## config.mk

```make
export PLATFORM = sky130hd
export DESIGN_NAME = ad9914_reg_rd
export DESIGN_NICKNAME = d
export VERILOG_FILES = /design/src/rtl/ad9914_pkg.sv /design/src/rtl/ad9914_reg_rd.sv
export SDC_FILE = /design/constraint.sdc
export NUM_CORES = 1
export LEC_CHECK = 0
export BUFFER_PORTS_ARGS = -buffer_cell sky130_fd_sc_hd__buf_2
export CORE_MARGIN = 3
export CORE_UTILIZATION = 40
export CTS_CLUSTER_SIZE = 28
export DETAILED_ROUTE_END_ITERATION = 6
export PLACE_DENSITY_LB_ADDON = 0.1
export SLEW_MARGIN = 20
export SYNTH_ARGS = -nofsm -noshare
export SYNTH_HDL_FRONTEND = slang
export SYNTH_SLANG_ARGS = --single-unit
```

## constraint.sdc

```tcl
create_clock -name clk -period 4.41 [get_ports clk]
set_input_delay 0.441 -clock clk [delete_from_list [all_inputs] [get_ports clk]]
set_output_delay 0.441 -clock clk [all_outputs]
set_load 0.02 [all_outputs]
```

## src/rtl/ad9914_pkg.sv

```systemverilog
// Shared types and constants for the AD9914 parallel-port register reader.
package ad9914_pkg;

   typedef enum logic [2:0] {
      IDLE    = 3'd0,
      SETUP   = 3'd1,
      STROBE  = 3'd2,
      RECOVER = 3'd3,
      DONE    = 3'd4
   } state_e;

   localparam logic [7:0] REG_SFR0  = 8'h00;
   localparam logic [7:0] REG_SFR1  = 8'h01;
   localparam logic [7:0] REG_SFR2  = 8'h02;
   localparam logic [7:0] REG_SFR3  = 8'h03;
   localparam logic [7:0] REG_LOWER = 8'h04;
   localparam logic [7:0] REG_UPPER = 8'h05;
   localparam logic [7:0] REG_PSTEP = 8'h06;
   localparam logic [7:0] REG_NSTEP = 8'h07;
   localparam logic [7:0] REG_RATE  = 8'h08;
   localparam logic [7:0] REG_ASF0  = 8'h0C;

   localparam int unsigned ADDR_SETUP_DEF = 2;
   localparam int unsigned RD_LOW_DEF     = 4;
   localparam int unsigned RD_RECOVER_DEF = 2;

   localparam int unsigned CNT_W = 4;
   localparam int unsigned IDX_W = 2;

endpackage

```

## src/rtl/ad9914_reg_rd.sv

```systemverilog
// Reads a 1..4 byte AD9914 register over the 8-bit parallel port and
// compares the assembled word against an expected value.
module ad9914_reg_rd
   import ad9914_pkg::*;
#(
   parameter int unsigned ADDR_SETUP = ADDR_SETUP_DEF,
   parameter int unsigned RD_LOW     = RD_LOW_DEF,
   parameter int unsigned RD_RECOVER = RD_RECOVER_DEF
) (
   input  logic        clk,
   input  logic        rst,
   input  logic        load,
   input  logic [7:0]  reg_base_addr,
   input  logic [3:0]  reg_byte_num,
   input  logic [31:0] reg_expect,
   output logic [31:0] reg_rvar,
   output logic        res,
   output logic        busy,
   output logic        finish,
   output logic        p_pwd,
   output logic        p_rd,
   output logic        p_wr,
   output logic [7:0]  p_addr,
   input  logic [7:0]  p_rdata,
   output logic        data_tri_select
);

   state_e             r_state;
   state_e             w_state_nxt;
   logic [CNT_W-1:0]   r_cnt;
   logic [IDX_W-1:0]   r_idx;
   logic [IDX_W-1:0]   r_last;
   logic [5:0]         r_base;
   logic [31:0]        r_expect;
   logic               r_bad;

   logic               w_len_ok;
   logic               w_accept;
   logic               w_cnt_done;
   logic               w_last_byte;
   logic [31:0]        w_mask;
   logic [31:0]        w_rvar_nxt;
   logic               w_res_nxt;
   logic               w_busy_nxt;
   logic               w_rd_nxt;
   logic [7:0]         w_addr_nxt;
   logic               w_unused;

   assign w_len_ok    = (reg_byte_num != 4'd0) && (reg_byte_num <= 4'd4);
   assign w_accept    = (r_state == IDLE) && load;
   // An illegal length drains through a single RECOVER cycle with no strobe.
   assign w_last_byte = r_bad || (r_idx == r_last);
   assign w_mask      = 32'hFFFF_FFFF >> {2'd3 - r_last, 3'b000};
   assign w_unused    = ^reg_base_addr[7:6];

   assign p_pwd           = 1'b0;
   assign p_wr            = 1'b1;
   assign data_tri_select = 1'b1;

   always_comb begin
      w_cnt_done = 1'b0;
      case (r_state)
         SETUP:   w_cnt_done = (r_cnt == CNT_W'(ADDR_SETUP - 1));
         STROBE:  w_cnt_done = (r_cnt == CNT_W'(RD_LOW - 1));
         RECOVER: w_cnt_done = r_bad || (r_cnt == CNT_W'(RD_RECOVER - 1));
         default: w_cnt_done = 1'b0;
      endcase
   end

   // State register
   always_ff @(posedge clk or negedge rst) begin
      if (!rst) r_state <= IDLE;
      else      r_state <= w_state_nxt;
   end

   // Next-state logic
   always_comb begin
      w_state_nxt = r_state;
      case (r_state)
         IDLE:    if (load) w_state_nxt = w_len_ok ? SETUP : RECOVER;
         SETUP:   if (w_cnt_done) w_state_nxt = STROBE;
         STROBE:  if (w_cnt_done) w_state_nxt = RECOVER;
         RECOVER: if (w_cnt_done) w_state_nxt = w_last_byte ? DONE : SETUP;
         DONE:    w_state_nxt = IDLE;
         default: w_state_nxt = IDLE;
      endcase
   end

   // Output next-values, registered below so they line up with the new state
   always_comb begin
      w_busy_nxt = (w_state_nxt == SETUP) || (w_state_nxt == STROBE) ||
                   (w_state_nxt == RECOVER);
      w_rd_nxt   = (w_state_nxt != STROBE);
      w_addr_nxt = p_addr;
      w_rvar_nxt = reg_rvar;
      w_res_nxt  = res;
      case (r_state)
         IDLE: begin
            if (load) begin
               w_rvar_nxt = '0;
               w_res_nxt  = !w_len_ok;
               if (w_len_ok) w_addr_nxt = {reg_base_addr[5:0], 2'b00};
            end
         end
         STROBE: begin
            if (w_cnt_done) w_rvar_nxt[{r_idx, 3'b000} +: 8] = p_rdata;
         end
         RECOVER: begin
            if (w_cnt_done) begin
               if (!w_last_byte)
                  w_addr_nxt = {r_base, r_idx + IDX_W'(1)};
               else if (!r_bad)
                  w_res_nxt = |((reg_rvar ^ r_expect) & w_mask);
            end
         end
         default: ;
      endcase
   end

   // Strobe timing counter, byte index and latched request
   always_ff @(posedge clk or negedge rst) begin
      if (!rst) begin
         r_cnt    <= '0;
         r_idx    <= '0;
         r_last   <= '0;
         r_base   <= '0;
         r_expect <= '0;
         r_bad    <= 1'b0;
      end else begin
         r_cnt <= (w_state_nxt != r_state) ? '0 : r_cnt + CNT_W'(1);
         if (w_accept) begin
            r_base   <= reg_base_addr[5:0];
            r_last   <= IDX_W'(reg_byte_num - 4'd1);
            r_expect <= reg_expect;
            r_bad    <= !w_len_ok;
            r_idx    <= '0;
         end else if ((r_state == RECOVER) && w_cnt_done && !w_last_byte) begin
            r_idx <= r_idx + IDX_W'(1);
         end
      end
   end

   // Registered outputs
   always_ff @(posedge clk or negedge rst) begin
      if (!rst) begin
         busy     <= 1'b0;
         finish   <= 1'b1;
         res      <= 1'b0;
         reg_rvar <= '0;
         p_rd     <= 1'b1;
         p_addr   <= '0;
      end else begin
         busy     <= w_busy_nxt;
         finish   <= !w_busy_nxt;
         res      <= w_res_nxt;
         reg_rvar <= w_rvar_nxt;
         p_rd     <= w_rd_nxt;
         p_addr   <= w_addr_nxt;
      end
   end

endmodule

```

==> flow_summary_export.csv, run 1 <==
group,metric,value,unit
setup_path,crit_fanout,12,
setup_path,end_kind,"flip-flop",
global_route,grt_start_max_net_pins,51,
detailed_routing,post_drt_via_cell_ratio,4.907,
placed_design,dp_hpwl,7158,um
synth,yosysSeqAreaShare,55.60,%
clock_network,cts-resized-gates,0,
min_path,hold_class,"in -> async",
synth,synth_seq_cells,94,
sta,tightest_slew,897.2,ps
global_route,antenna_found_initial,0,
cells_and_area,fin_cells,653,
clock_network,cts.clk_slew.worst_paths,90,ps
sta,tns,0,ps
cells_and_area,diodes,0,
sta,setup_viol,0,
detailed_routing,firstDrtPassIters,4,
synth,syn_area_per_cell,9.965,um2
clock_network,tritoncts,"yes",
detailed_routing,post_drt_wl_per_cell,15.52,um
synth,synth-async-reset-ratio,100.0,%
clock_network,cts.path.max_buffers,2,
cells_and_area,drive_above_1_share,23.65,%
sta,slew_headroom,39.78,%
global_route,overflow,0,
clock_network,htree_levels,3,
sta,period_share,53.08,%
detailed_routing,drc,0,
synth,synth_area,4235,um2
clock_network,insertion_delay,360,ps
floorplanning,rows,36,
clock_network,cts_inserted_buffers,9,
floorplanning,core,10040,um2
cells_and_area,area_delta_synth_final,18.52,%
global_route,grt_util_all_layers,18.03,%
sta,rsz0062_at_grt,"no",
setup_path,path_class,"reg -> reg",
floorplanning,initial_utilization,42.16,%
sta,maxSlewViolCount,0,
clock_network,cts_hold_buf,0,
detailed_routing,postRouteAntennaNets,0,
setup_path,critPathRequiredTime,4640,ps
sta,fin_worst_skew,11.53,ps
floorplanning,die_height,108.9,um
global_route,first_global_vias,3098,
global_route,grt_pass1_wl,16200,um
floorplanning,die_x,108.9,um
sta,fin_crit,2341,ps
synth,syn_inst,425,
sta,finalHoldViolCount,0,
clock_network,clkSinkCount,94,
clock_network,root_buffer,"clkbuf_8",
placed_design,io_buffers,96,
power,peakVddDrop,270.5,uV
setup_path,crit_arrival,2570,ps
placed_design,place_congestion,0.7605,
sta,fmax,0.4272,GHz
synth,synth.distinct_cells,41,
power,powerDensity,597.3,nW/um2
floorplanning,ios,102,
synth,synth-edff-count,0,
clock_network,post_cts_buffers,0,
floorplanning,die-area,11860,um2
synth,yosysWarnings,0,
synth,synthFlopType,"dfrtp_1",
detailed_routing,via_count,3204,
job,drv_cap,0,
cells_and_area,nets,579,
power,p_leak,2.752,nW
status,status,"complete, no violations",
detailed_routing,drt-initial-drc-count,157,
placed_design,place_inst,638,
detailed_routing,wl,10130,um
setup_path,start_kind,"flip-flop",
[cell usage after synthesis (all sizes together) (7+ instances only)]
| library cell | count | area [um2] |
|---|---|---|
| o21ai | 24 | 120.1 |
| a22o | 26 | 227.7 |
| nor4 | 8 | 50.05 |
| ha | 8 | 100.1 |
| a21oi | 7 | 35.03 |
| xnor2 | 7 | 61.31 |
| buf | 12 | 66.31 |
| clkbuf | 9 | 33.78 |
| dfrtp | 92 | 2302 |
| nor2 | 14 | 52.55 |
| xor2 | 31 | 271.5 |
| nand2 | 144 | 540.5 |
[critical path, cell delays in order (launching register included)]
cell      delay (ps)
dfrtp_1          540
nand3b_1         550
nor4_1           480
nand4_1          200
o41ai_1          330
nand3_1          110
[placed cells by master, fill, tap and decap left out, types with 2 or more instances in the layout]
| cell | n |
|---|---|
| o21ai_1 | 4 |
| nand3b_1 | 2 |
| nor4_1 | 8 |
| clkinv_4 | 2 |
| a21oi_1 | 6 |
| nor3b_1 | 2 |
| ha_1 | 8 |
| a22o_1 | 26 |
| inv_1 | 6 |
| dfstp_2 | 2 |
| nor2_1 | 14 |
| and4_1 | 2 |
| o41ai_1 | 2 |
| buf_2 | 95 |
| mux2i_1 | 6 |
| dfrtp_1 | 92 |
| o21ai_0 | 20 |
| nand2_1 | 144 |
| buf_4 | 5 |
| xnor2_1 | 7 |
| nand3_1 | 2 |
| xor2_1 | 31 |
| conb_1 | 3 |
| clkbuf_8 | 10 |
[stage by stage]
| stage | cell area (um2) | hold WS, ps | total power, mW | util [%] | setup slack, ps |
|---|---|---|---|---|---|
| 2_1_floorplan | 4239 | 145.4 | 2.155 | - | 2449 |
| 4_1_cts | 5016 | 78.60 | 3.037 | 49.94 | 1979 |
| 3_3_place_gp | 4818 | 456.7 | 2.426 | 47.97 | 2037 |
| 6_report | 5020 | 73.85 | 2.999 | 49.98 | 2069 |
| 5_1_grt | 5020 | 96.07 | 3.251 | 49.98 | 1848 |
| 3_5_place_dp | 4818 | 463.0 | 2.455 | 47.97 | 1999 |
[state kept, by name (all words and copies together) (netlist names)]
name,count
r_expect,32
reg_rvar,32
p_addr,8
r_base,6
r_cnt,4
r_state,3
r_idx,2
r_last,2
busy,1
finish,1
p_rd,1
r_bad,1
res,1
[cell type report]
| cell class | instances | area, um2 |
|---|---|---|
| fill | 972 | 5025 |
| multi-input combinational | 305 | 1765 |
| inverter | 6 | 22.52 |
| sequential | 94 | 2355 |
| clock buffer | 10 | 137.6 |
| timing repair buffer | 100 | 513.0 |
| tap | 133 | 166.4 |
| clock inverter | 5 | 60.06 |
[worst paths after layout]
kind	from	cells past startpoint	slack (ps)	to
worst min-delay path	rst	1	70	reg_rvar[17]$_DFFE_PN0P_
worst max-delay path	r_state[1]$_DFF_PN0_	5	2070	res$_DFFE_PN0P_
min in group clk	reg_expect[5]	3	270	r_expect[5]$_DFFE_PN0P_
max in group asynchronous	rst	2	3300	p_addr[3]$_DFFE_PN0P_
worst min register to register	r_base[1]$_DFFE_PN0P_	2	480	r_base[1]$_DFFE_PN0P_
worst max register to register	r_state[1]$_DFF_PN0_	5	2070	res$_DFFE_PN0P_
[power breakdown]
part	internal (mW)	switching [mW]	leakage, nW
clock network	0.276	0.299	0.0983
logic	0.401	0.667	1.44
registers	1.14	0.214	1.22
total	1.82	1.18	2.75
[routing by layer]
| layer | wire (um) | part of all wire, % | global-route usage [%] | vias to the layer above |
|---|---|---|---|---|
| li1 | - | - | - | 1593 |
| met1 | 4899 | 48 | 25.38 | 1518 |
| met2 | 4570 | 45 | 27.59 | 77 |
| met3 | 454 | 4.5 | 3.671 | 16 |
| met4 | 209 | 2.1 | 6.583 | 0 |
| met5 | 0 | 0 | 0 | - |
[logic make-up (layout without fill, tap and decap cells)]
group / Yosys count / count (layout) / share of synthesized area, %
AO/OA/AOI/OAI: 66 / 66 / 10.78
XOR/XNOR: 38 / 38 / 7.858
adder cells (fa/ha/maj): 8 / 8 / 2.363
buffers and inverters: 27 / 121 / 2.895
flip-flops: 94 / 94 / 55.60
multiplexers: 6 / 6 / 1.418
other: 2 / 3 / 0.1773
AND/OR/NAND/NOR: 184 / 184 / 18.91
(Power assumes the default switching activity.)
==> inputs of run 2 (changes only) <==
clock period = 2 ns   (was 4.41 ns; I/O delays follow)
==> run 2 against run 1 <==
Die area did not move. Critical path depth did not move. Global-route usage rose by 1.3 points. Critical path type unchanged. Sequential share of layout area fell by 3.0 points. Flip-flop and latch count did not move. Hold slack got worse by 58 ps. Via count rose by 5.1%. Wire length rose by 5.9%.
==> flow_summary_export.csv, run 2 (synthesis gave the netlist of run 1 again) <==
group,metric,value,unit
status,status,"complete, no violations",
sta,finalHoldViolCount,0,
setup_path,end_kind,"flip-flop",
clock_network,root_buffer,"clkbuf_8",
cells_and_area,area_delta_synth_final,26.82,%
global_route,grt_pass1_wl,17220,um
global_route,grt_util_all_layers,19.34,%
floorplanning,initial_utilization,42.16,%
clock_network,tritoncts,"yes",
detailed_routing,firstDrtPassIters,5,
detailed_routing,via_count,3368,
setup_path,r2r_start,"r_state[2]$_DFF_PN0_",
setup_path,rr_worst_depth,5,
setup_path,regToRegSetupSlack,100,ps
setup_path,start_kind,"flip-flop",
cells_and_area,final_cell_mix,"nand2_1 (144), buf_2 (95), dfrtp_1 (90), xor2_1 (31), a22o_1 (26)",
sta,tightest_slew,687.8,ps
floorplanning,ios,102,
floorplanning,core,10040,um2
detailed_routing,post_drt_wl_per_cell,15.83,um
clock_network,cts.path.max_buffers,2,
clock_network,post_cts_buffers,0,
power,powerDensity,1360,nW/um2
detailed_routing,drc,0,
global_route,antenna_found_initial,0,
detailed_routing,postRouteAntennaNets,0,
min_path,hold_depth,3,
placed_design,place_congestion,0.7594,
global_route,grt_start_max_net_pins,95,
sta,setup_viol,0,
sta,tns,0,ps
placed_design,dp_hpwl,7506,um
sta,period_share,94.99,%
sta,slew_headroom,53.84,%
cells_and_area,fin_cells,678,
setup_path,crit_fanout,8,
placed_design,io_buffers,96,
clock_network,htree_levels,3,
placed_design,place_inst,650,
clock_network,cts_inserted_buffers,9,
setup_path,path_class,"reg -> reg",
clock_network,cts.clk_slew.worst_paths,90,ps
detailed_routing,drt-initial-drc-count,188,
sta,fmax,0.5264,GHz
clock_network,insertion_delay,380,ps
cells_and_area,final_common_cell,"nand2_1",
floorplanning,die_height,108.9,um
power,total_power,7.303,mW
setup_path,r2r-end,"reg_rvar[17]$_DFFE_PN0P_",
sta,fin_crit,1900,ps
setup_path,crit_arrival,2210,ps
floorplanning,die_x,108.9,um
global_route,overflow,0,
cells_and_area,drive_above_1_share,27.16,%
job,drv_cap,0,
floorplanning,rows,36,
sta,maxSlewViolCount,0,
detailed_routing,wl,10730,um
cells_and_area,nets,603,
min_path,hold_class,"in -> reg",
sta,fin_worst_skew,10.57,ps
cells_and_area,num-fill-cells,929,
cells_and_area,diodes,0,
cells_and_area,largest_registers,"r_expect (32), reg_rvar (32), p_addr (8)",
detailed_routing,post_drt_via_cell_ratio,4.968,
power,peakVddDrop,669.0,uV
min_path,min_from,"reg_expect[28]",
min_path,min_to,"r_expect[28]$_DFFE_PN0P_",
floorplanning,die-area,11860,um2
clock_network,clkSinkCount,94,
setup_path,critPathRequiredTime,2310,ps
global_route,first_global_vias,3378,
power,p_leak,2.911,nW
-- run 2: cell types whose count changed in the layout (fill, tap and decap cells not counted), sizes merged --
| cell | delta |
|---|---|
| dlygate4sd3 | +12 |
| buf | +12 |
| bufinv | +3 |
| clkinvlp | -1 |
| clkinv | -1 |
-- run 2: repair_timing --
item	CTS	global route
resized for setup	2	14
hold buffers	12	0
endpoints found under the hold margin	103	0
gates cloned	0	0
setup endpoints to repair	8	19
-- run 2: layer usage --
layer	wire [um]	vias to the layer above	track usage (%)
met2	5045	89	31.10
met1	4919	1623	24.99
li1	-	1639	-
met4	187	0	6.583
met3	581	17	5.684
met5	0	-	0
-- run 2: how the worst max path moves through the flow --
stage                                     endpoint                 start  cells after the start  slack, ps
after floorplan            reg_rvar[6]$_DFFE_PN0P_  r_idx[0]$_DFFE_PN0P_                      5         40
after global placement       p_addr[5]$_DFFE_PN0P_    r_cnt[0]$_DFF_PN0_                      5        -10
after detailed placement     p_addr[5]$_DFFE_PN0P_    r_cnt[0]$_DFF_PN0_                      5        -80
after CTS                          res$_DFFE_PN0P_    r_cnt[1]$_DFF_PN0_                      7         20
after global routing       reg_rvar[1]$_DFFE_PN0P_  r_idx[0]$_DFFE_PN0P_                      6        -10
final                     reg_rvar[17]$_DFFE_PN0P_  r_state[2]$_DFF_PN0_                      5        100
-- run 2: layout make-up --
cell class / count / area (um2) / share of cell area, %
multi-input combinational: 305 / 1828 / 34.03
tap: 133 / 166.4 / 3.098
sequential: 94 / 2357 / 43.89
clock buffer: 10 / 127.6 / 2.376
clock inverter: 6 / 133.9 / 2.492
timing repair buffer: 124 / 735.7 / 13.70
inverter: 6 / 22.52 / 0.4193
-- run 2: power by group --
group          internal (mW)  total, mW  switching (mW)
logic                   1.07       2.67            1.59
clock network          0.957       1.62           0.666
registers               2.52       3.01           0.488
total                   4.55       7.30            2.75
-- run 2: critical path: stages, from the launching register on --
cell and delay, ps:
dfrtp_1 470, nor4b_4 380, a41o_1 160, nor3b_2 200, and4_1 430, a22o_1 190
-- run 2: per-stage QoR --
step / util [%] / setup slack [ps] / instance area, um2 / hold WS (ps)
finish: 53.48 / 100.2 / 5371 / 15.91
global placement: 48.99 / -10.41 / 4921 / 296.9
global route: 53.48 / -12.71 / 5371 / 2.993
CTS: 52.86 / 21.00 / 5310 / 0.2669
floorplan: - / 39.43 / 4239 / -95.59
detailed placement: 48.99 / -80.03 / 4921 / 289.9
